===== config.mk =====
export PLATFORM = sky130hd
export DESIGN_NAME = uart_rx_fifo
export DESIGN_NICKNAME = d
export VERILOG_FILES = /design/src/rtl/uart_rx_fifo.sv
export SDC_FILE = /design/constraint.sdc
export NUM_CORES = 1
export LEC_CHECK = 0
export ABC_CLOCK_PERIOD_IN_PS = 2900
export BUFFER_PORTS_ARGS = -buffer_cell sky130_fd_sc_hd__buf_2
export CORE_UTILIZATION = 53
export CTS_BUF_LIST = sky130_fd_sc_hd__clkbuf_16
export CTS_CLUSTER_SIZE = 14
export DETAILED_ROUTE_END_ITERATION = 7
export PLACE_DENSITY_LB_ADDON = 0.2
export SKIP_CTS_REPAIR_TIMING = 1
export SLEW_MARGIN = 20
export SYNTH_ARGS = -nofsm -noshare
export SYNTH_HDL_FRONTEND = slang
export SYNTH_SLANG_ARGS = --single-unit

===== constraint.sdc =====
create_clock -name clk -period 2.9 [get_ports clk]
set_input_delay 0.145 -clock clk [delete_from_list [all_inputs] [get_ports clk]]
set_output_delay 0.145 -clock clk [all_outputs]
set_load 0.005 [all_outputs]

===== src/rtl/uart_rx_fifo.sv =====
// Receive-side byte buffer behind the UART receiver: first-word-fall-through FIFO
// with occupancy count, registered full/empty flags and a sticky overflow flag.
module uart_rx_fifo #(
   parameter int DATA_W = 8,
   parameter int ADDR_W = 4
) (
   input  logic              clk,
   input  logic              reset,
   input  logic              wr,
   input  logic [DATA_W-1:0] w_data,
   input  logic              rd,
   output logic [DATA_W-1:0] r_data,
   output logic              empty,
   output logic              full,
   output logic [ADDR_W:0]   count,
   output logic              overflow,
   input  logic              clr_ovf
);
   localparam int              DEPTH  = 1 << ADDR_W;
   localparam logic [ADDR_W:0] LAST_C = (ADDR_W+1)'(DEPTH - 1);
   localparam logic [ADDR_W:0] ONE_C  = (ADDR_W+1)'(1);

   logic [DATA_W-1:0] mem_q [DEPTH];

   logic [ADDR_W-1:0] wr_ptr_q, wr_ptr_d;
   logic [ADDR_W-1:0] rd_ptr_q, rd_ptr_d;
   logic [ADDR_W:0]   count_q, count_d;
   logic              empty_q, empty_d;
   logic              full_q, full_d;
   logic              ovf_q, ovf_d;

   logic rd_ok;
   logic wr_ok;
   logic drop;

   // A write into a full FIFO is still accepted when a pop frees the head slot
   // in the same cycle; only an unpaired write at full is dropped.
   always_comb begin
      rd_ok    = rd & ~empty_q;
      wr_ok    = wr & (~full_q | rd_ok);
      drop     = wr & full_q & ~rd_ok;
      wr_ptr_d = wr_ptr_q;
      rd_ptr_d = rd_ptr_q;
      count_d  = count_q;
      empty_d  = empty_q;
      full_d   = full_q;
      ovf_d    = ovf_q;

      if (wr_ok) begin
         wr_ptr_d = wr_ptr_q + ADDR_W'(1);
      end
      if (rd_ok) begin
         rd_ptr_d = rd_ptr_q + ADDR_W'(1);
      end

      case ({wr_ok, rd_ok})
         2'b10: begin
            count_d = count_q + ONE_C;
            empty_d = 1'b0;
            full_d  = (count_q == LAST_C);
         end
         2'b01: begin
            count_d = count_q - ONE_C;
            full_d  = 1'b0;
            empty_d = (count_q == ONE_C);
         end
         default: begin
         end
      endcase

      // A drop in the same cycle as a clear keeps the flag set.
      if (drop) begin
         ovf_d = 1'b1;
      end else if (clr_ovf) begin
         ovf_d = 1'b0;
      end
   end

   always_ff @(posedge clk) begin
      if (reset) begin
         wr_ptr_q <= '0;
         rd_ptr_q <= '0;
         count_q  <= '0;
         empty_q  <= 1'b1;
         full_q   <= 1'b0;
         ovf_q    <= 1'b0;
      end else begin
         wr_ptr_q <= wr_ptr_d;
         rd_ptr_q <= rd_ptr_d;
         count_q  <= count_d;
         empty_q  <= empty_d;
         full_q   <= full_d;
         ovf_q    <= ovf_d;
      end
   end

   // Storage is deliberately left uninitialised by reset.
   always_ff @(posedge clk) begin
      if (!reset && wr_ok) begin
         mem_q[wr_ptr_q] <= w_data;
      end
   end

   assign r_data   = mem_q[rd_ptr_q];
   assign empty    = empty_q;
   assign full     = full_q;
   assign count    = count_q;
   assign overflow = ovf_q;
endmodule


Word level (Yosys, flattened, before mapping):

Memory sizes are Yosys's and may differ from the RTL's. A register that Yosys moved wholly into a read port is not among the register bits.
Cells that the tools add are included.

* memories: 1
* word-level logic and storage cells: 36
* RAM bits: 128
* register bits: 16

Memories
* mem_q: depth 16, width 8, rd ports 1, clocked after Yosys merged registers in 1, write ports 1, RTL line 23 `logic [DATA_W-1:0] mem_q [DEPTH];`

* reductions and logical operators: 4
* add/subtract/negate cells: 4
* equal/unequal tests: 4
* multiplexer cells: 9
* bitwise gates (word level): 8

Operator list (count)
* $pmux W5 S2: 1
* $add A4 B1 Y4 const B: 2
* $mux W4: 2
* $add A5 B1 Y5 const B: 1
* $eq A5 B1 Y1 const B: 1
* $eq A5 B4 Y1 const B: 1
* $sub A5 B1 Y5 const B: 1
* $and A1 B1 Y1: 4
* $mux W1: 4
* $pmux W1 S2: 2
* $reduce_bool A2 Y1: 2
* $not A1 Y1: 3
* $eq A2 B1 Y1 const B: 1
* $eq A2 B2 Y1 const B: 1
* $logic_and A1 B1 Y1: 1
* $logic_not A1 Y1: 1
* $or A1 B1 Y1: 1

Longest topological paths before layout:

* depth after elaboration: 7
* gate-level depth with buffers: 9
* depth with buffers taken out: 8

Least setup slack after synthesis:

OpenSTA, ideal clock, no wires.

* kind: reg2reg
* start: reg empty_q (netlist: empty)
* end: reg count_q[3] (netlist: count[3])
* setup slack: 0.947 ns
* cell stages (with the launch flop): 9
* data arrival time: 1.825 ns
* library setup time: 0.128 ns
* cell sequence: dfxtp_1 -> or2b_2 -> clkinv_1 -> ha_1 -> buf_4 -> or4b_1 -> a21oi_1 -> xnor2_1 -> nor2_1

* cells in the longest elaborated chain, start to end: 6
* elaborated cells on any way between the ends: 8

Ends and longest elaborated chain
* start: declaration: RTL line 28 `logic empty_q, empty_d;`
* start signal: assignment: RTL line 91 `empty_q <= empty_d;`
* $not A1 Y1 *: RTL line 39 `rd_ok = rd & ~empty_q;`
* $and A1 B1 Y1 *: RTL line 39
* via rd_ok: RTL line 32 `logic rd_ok;`
* $or A1 B1 Y1: RTL line 40 `wr_ok = wr & (~full_q | rd_ok);`
* $and A1 B1 Y1: RTL line 40
* $eq A2 B1 Y1 / $eq A2 B2 Y1 (equally long branches): RTL line 56 `case ({wr_ok, rd_ok})`
* $pmux W5 S2 / $reduce_bool A2 Y1 (equally long branches)
* end signal: assignment: RTL line 90 `count_q <= count_d;`
* end: declaration: RTL line 27 `logic [ADDR_W:0] count_q, count_d;`

The timed path passes the listed nets; every way through them passes the cells marked *.
A chain may end at the register's enable or synchronous reset.

==> flow_summary.yaml <==
outcome:
  run_status: "finished, final reports clean"
global_route:
  gr-total-overflow: 0
  grt_first_pass_wirelength_microns: 16530
  grt_max_degree: 33
  grt.busiest_layer: "met2"
  grt_use_met1: 0.2866
  grt_util_met2: 0.3207
  use_met3: 0.03874
  grt_usage: 0.2062
  antenna_found_initial: 0
  grt_pass1_vias: 2970
synth:
  yosys.area.top_type: "edfxtp_1"
  synth_top_area_frac: 0.6520
  syn-num-nets: 347
  ys_seq_area_frac: 0.7199
  syn_inst: 323
  syn-cell-area_sq_mm: 0.005896
  synth-edff-count: 128
  synth_area_leaders: "edfxtp_1 (65%), mux4_2 (9.2%), dfxtp_1 (6.8%)"
  synth_warnings: 0
  ys.flop_type: "edfxtp_1"
  syn-mean-instance-area_sq_um: 18.25
  ys_seq_elements: 148
  ys_types: 41
  async_reset_ff_frac: 0
power:
  leakage_nw: 2.320
  powerDensity_mw_per_mm2: 666.9
  vdd_drop_max_v: 0.0003679
timing:
  setup_tns_ns: 0
  fmax_mhz: 394.3
  fin_crit_sh: 0.8746
  tightest_slew_ns: 0.8462
  finalSetupViolCount: 0
  finClkSkew_ns: 0.01096
  slew-limit-headroom: 0.4338
  finalWorstSetupSlack_ns: 0.3638
  rsz0062_at_grt: "no"
  maxSlewViolCount: 0
  fin_crit_ns: 2.536
  finalHoldViolations: 0
min_path:
  hold_class: "in -> reg"
routing:
  wl_per_cell_microns: 20.58
  via_per_inst: 5.757
  firstDrtPassIters: 5
  drc_errors: 0
  first_iter_violations: 208
  drt_wl_total_microns: 10760
  antenna_left: 0
  vias: 3011
critical_path:
  cp-start-kind: "flip-flop"
  path_max_fanout: 17
  cp.arrival_ns: 2.39
  cp_cell_sequence: "buf_12 > mux4_2 > a22oi_1 > nand2_1 > buf_2"
  cp.required_ns: 2.76
  critPathKind: "reg -> out"
  end_kind: "output pin"
  slowest_stage: "dfxtp_2"
  path_buf_inv: 2
  cpPeakStageDelay_ns: 0.72
  crit_family: "flip-flops"
clock_network:
  cts_root_buf: "clkbuf_16"
  clock_latency_ns: 0.41
  cts-htree-levels: 4
  cts.sinks: 148
  path_clk_slew_ns: 0.06
  clock_path_buffers: 2
  tritoncts: "done"
  numCtsBuffers: 17
floorplan:
  dieArea_sq_mm: 0.01155
  fp.dieW_microns: 107.5
  die_h_microns: 107.5
  rows: 38
  initial_core_util: 0.5439
  io_pins: 29
  core_area_sq_mm: 0.01084
placement:
  port_buffers: 28
  place_ws_ns: 0.6484
  dp_hpwl_microns: 6918
  place_congestion: 0.7353
cells_and_area:
  nNetsFinal: 394
  mostFrequentLayoutCell: "edfxtp_1"
  seqCellArea_sq_mm: 0.004245
  fillers: 793
  antennaDiodeCount: 0
  final_cell_mix: "edfxtp_1 (128), nor2_1 (32), buf_2 (28)"
  drive_above_1_share: 0.2480
  multi_input_area_sq_mm: 0.001514
  syn_to_final_growth_pct: 14.24
run:
  maxCapViolations: 0
## metrics by stage
step	area, sq um	utilization	hold slack, ns	power (mW)	instances
2_1_floorplan	5896	-	0.2439	2.577	323
3_3_place_gp	6226	0.5743	0.4292	2.667	491
3_5_place_dp	6226	0.5743	0.4375	2.673	491
4_1_cts	6735	0.6213	0.01330	4.522	523
5_1_grt	6735	0.6213	0.07450	4.623	523
6_report	6735	0.6213	0.01748	4.492	523
## layout make-up
| type | count | share of cell area |
|---|---|---|
| inverters | 9 | 0.005016 |
| repair buffers | 42 | 0.03827 |
| multi-input cells | 152 | 0.2248 |
| clock inverters | 14 | 0.008731 |
| flip-flops and latches | 148 | 0.6303 |
| clock buffers | 18 | 0.06688 |
| well taps | 140 | 0.02601 |
## path summary, 6_finish.rpt
path / slack [ns] / to / start / depth (start not counted)
max reg2reg: 0.70 / mem_q[10][3] / empty / 4
min: 0.02 / overflow / clr_ovf / 4
min reg2reg: 0.49 / overflow / overflow / 2
max: 0.36 / r_data[5] / flip-flop / 5
## cells in the mapped netlist, types with 5 or more instances
| library cell | instances |
|---|---|
| nor2_1 | 32 |
| xor2_1 | 5 |
| ha_1 | 11 |
| a21oi_1 | 7 |
| dfxtp_1 | 20 |
| edfxtp_1 | 128 |
| nand2_1 | 15 |
| a22oi_1 | 16 |
| inv_1 | 8 |
| mux4_2 | 24 |
| mux4_1 | 8 |
## cells by family after synthesis
family                   count (synthesis)  synth area share
flip-flops                             148            0.7199
AND/OR/NAND/NOR                         67           0.05348
multiplexers                            34            0.1307
AO/OA/AOI/OAI                           32           0.03735
buffers and inverters                   23           0.02334
adder cells (fa/ha/maj)                 11           0.02334
XOR/XNOR                                 8           0.01189
## state kept, by name (all words and copies together) (netlist names), named ones only
register / cells
overflow: 1
wr_ptr_q: 4
empty: 1
full: 1
mem_q: 128
count: 5
rd_ptr_q: 4
## power by group
part | internal (mW) | leakage, nW | switching, mW
clock network | 1.11 | 0.289 | 0.761
logic | 0.122 | 0.715 | 0.135
registers | 2.34 | 1.32 | 0.0297
## worst reg2reg max path, delay by kind of cell (launching register included)
kind	cells	cell delay [ns]
AND/OR/NAND/NOR	3	1.19
flip-flops	1	0.32
AO/OA/AOI/OAI	1	0.31
## layer usage
layer	wire length, microns	part of all wire
met4	178	0.017
met3	526	0.049
met2	5237	0.49
met1	4822	0.45
met5	0	0
(Power assumes the default switching activity.)
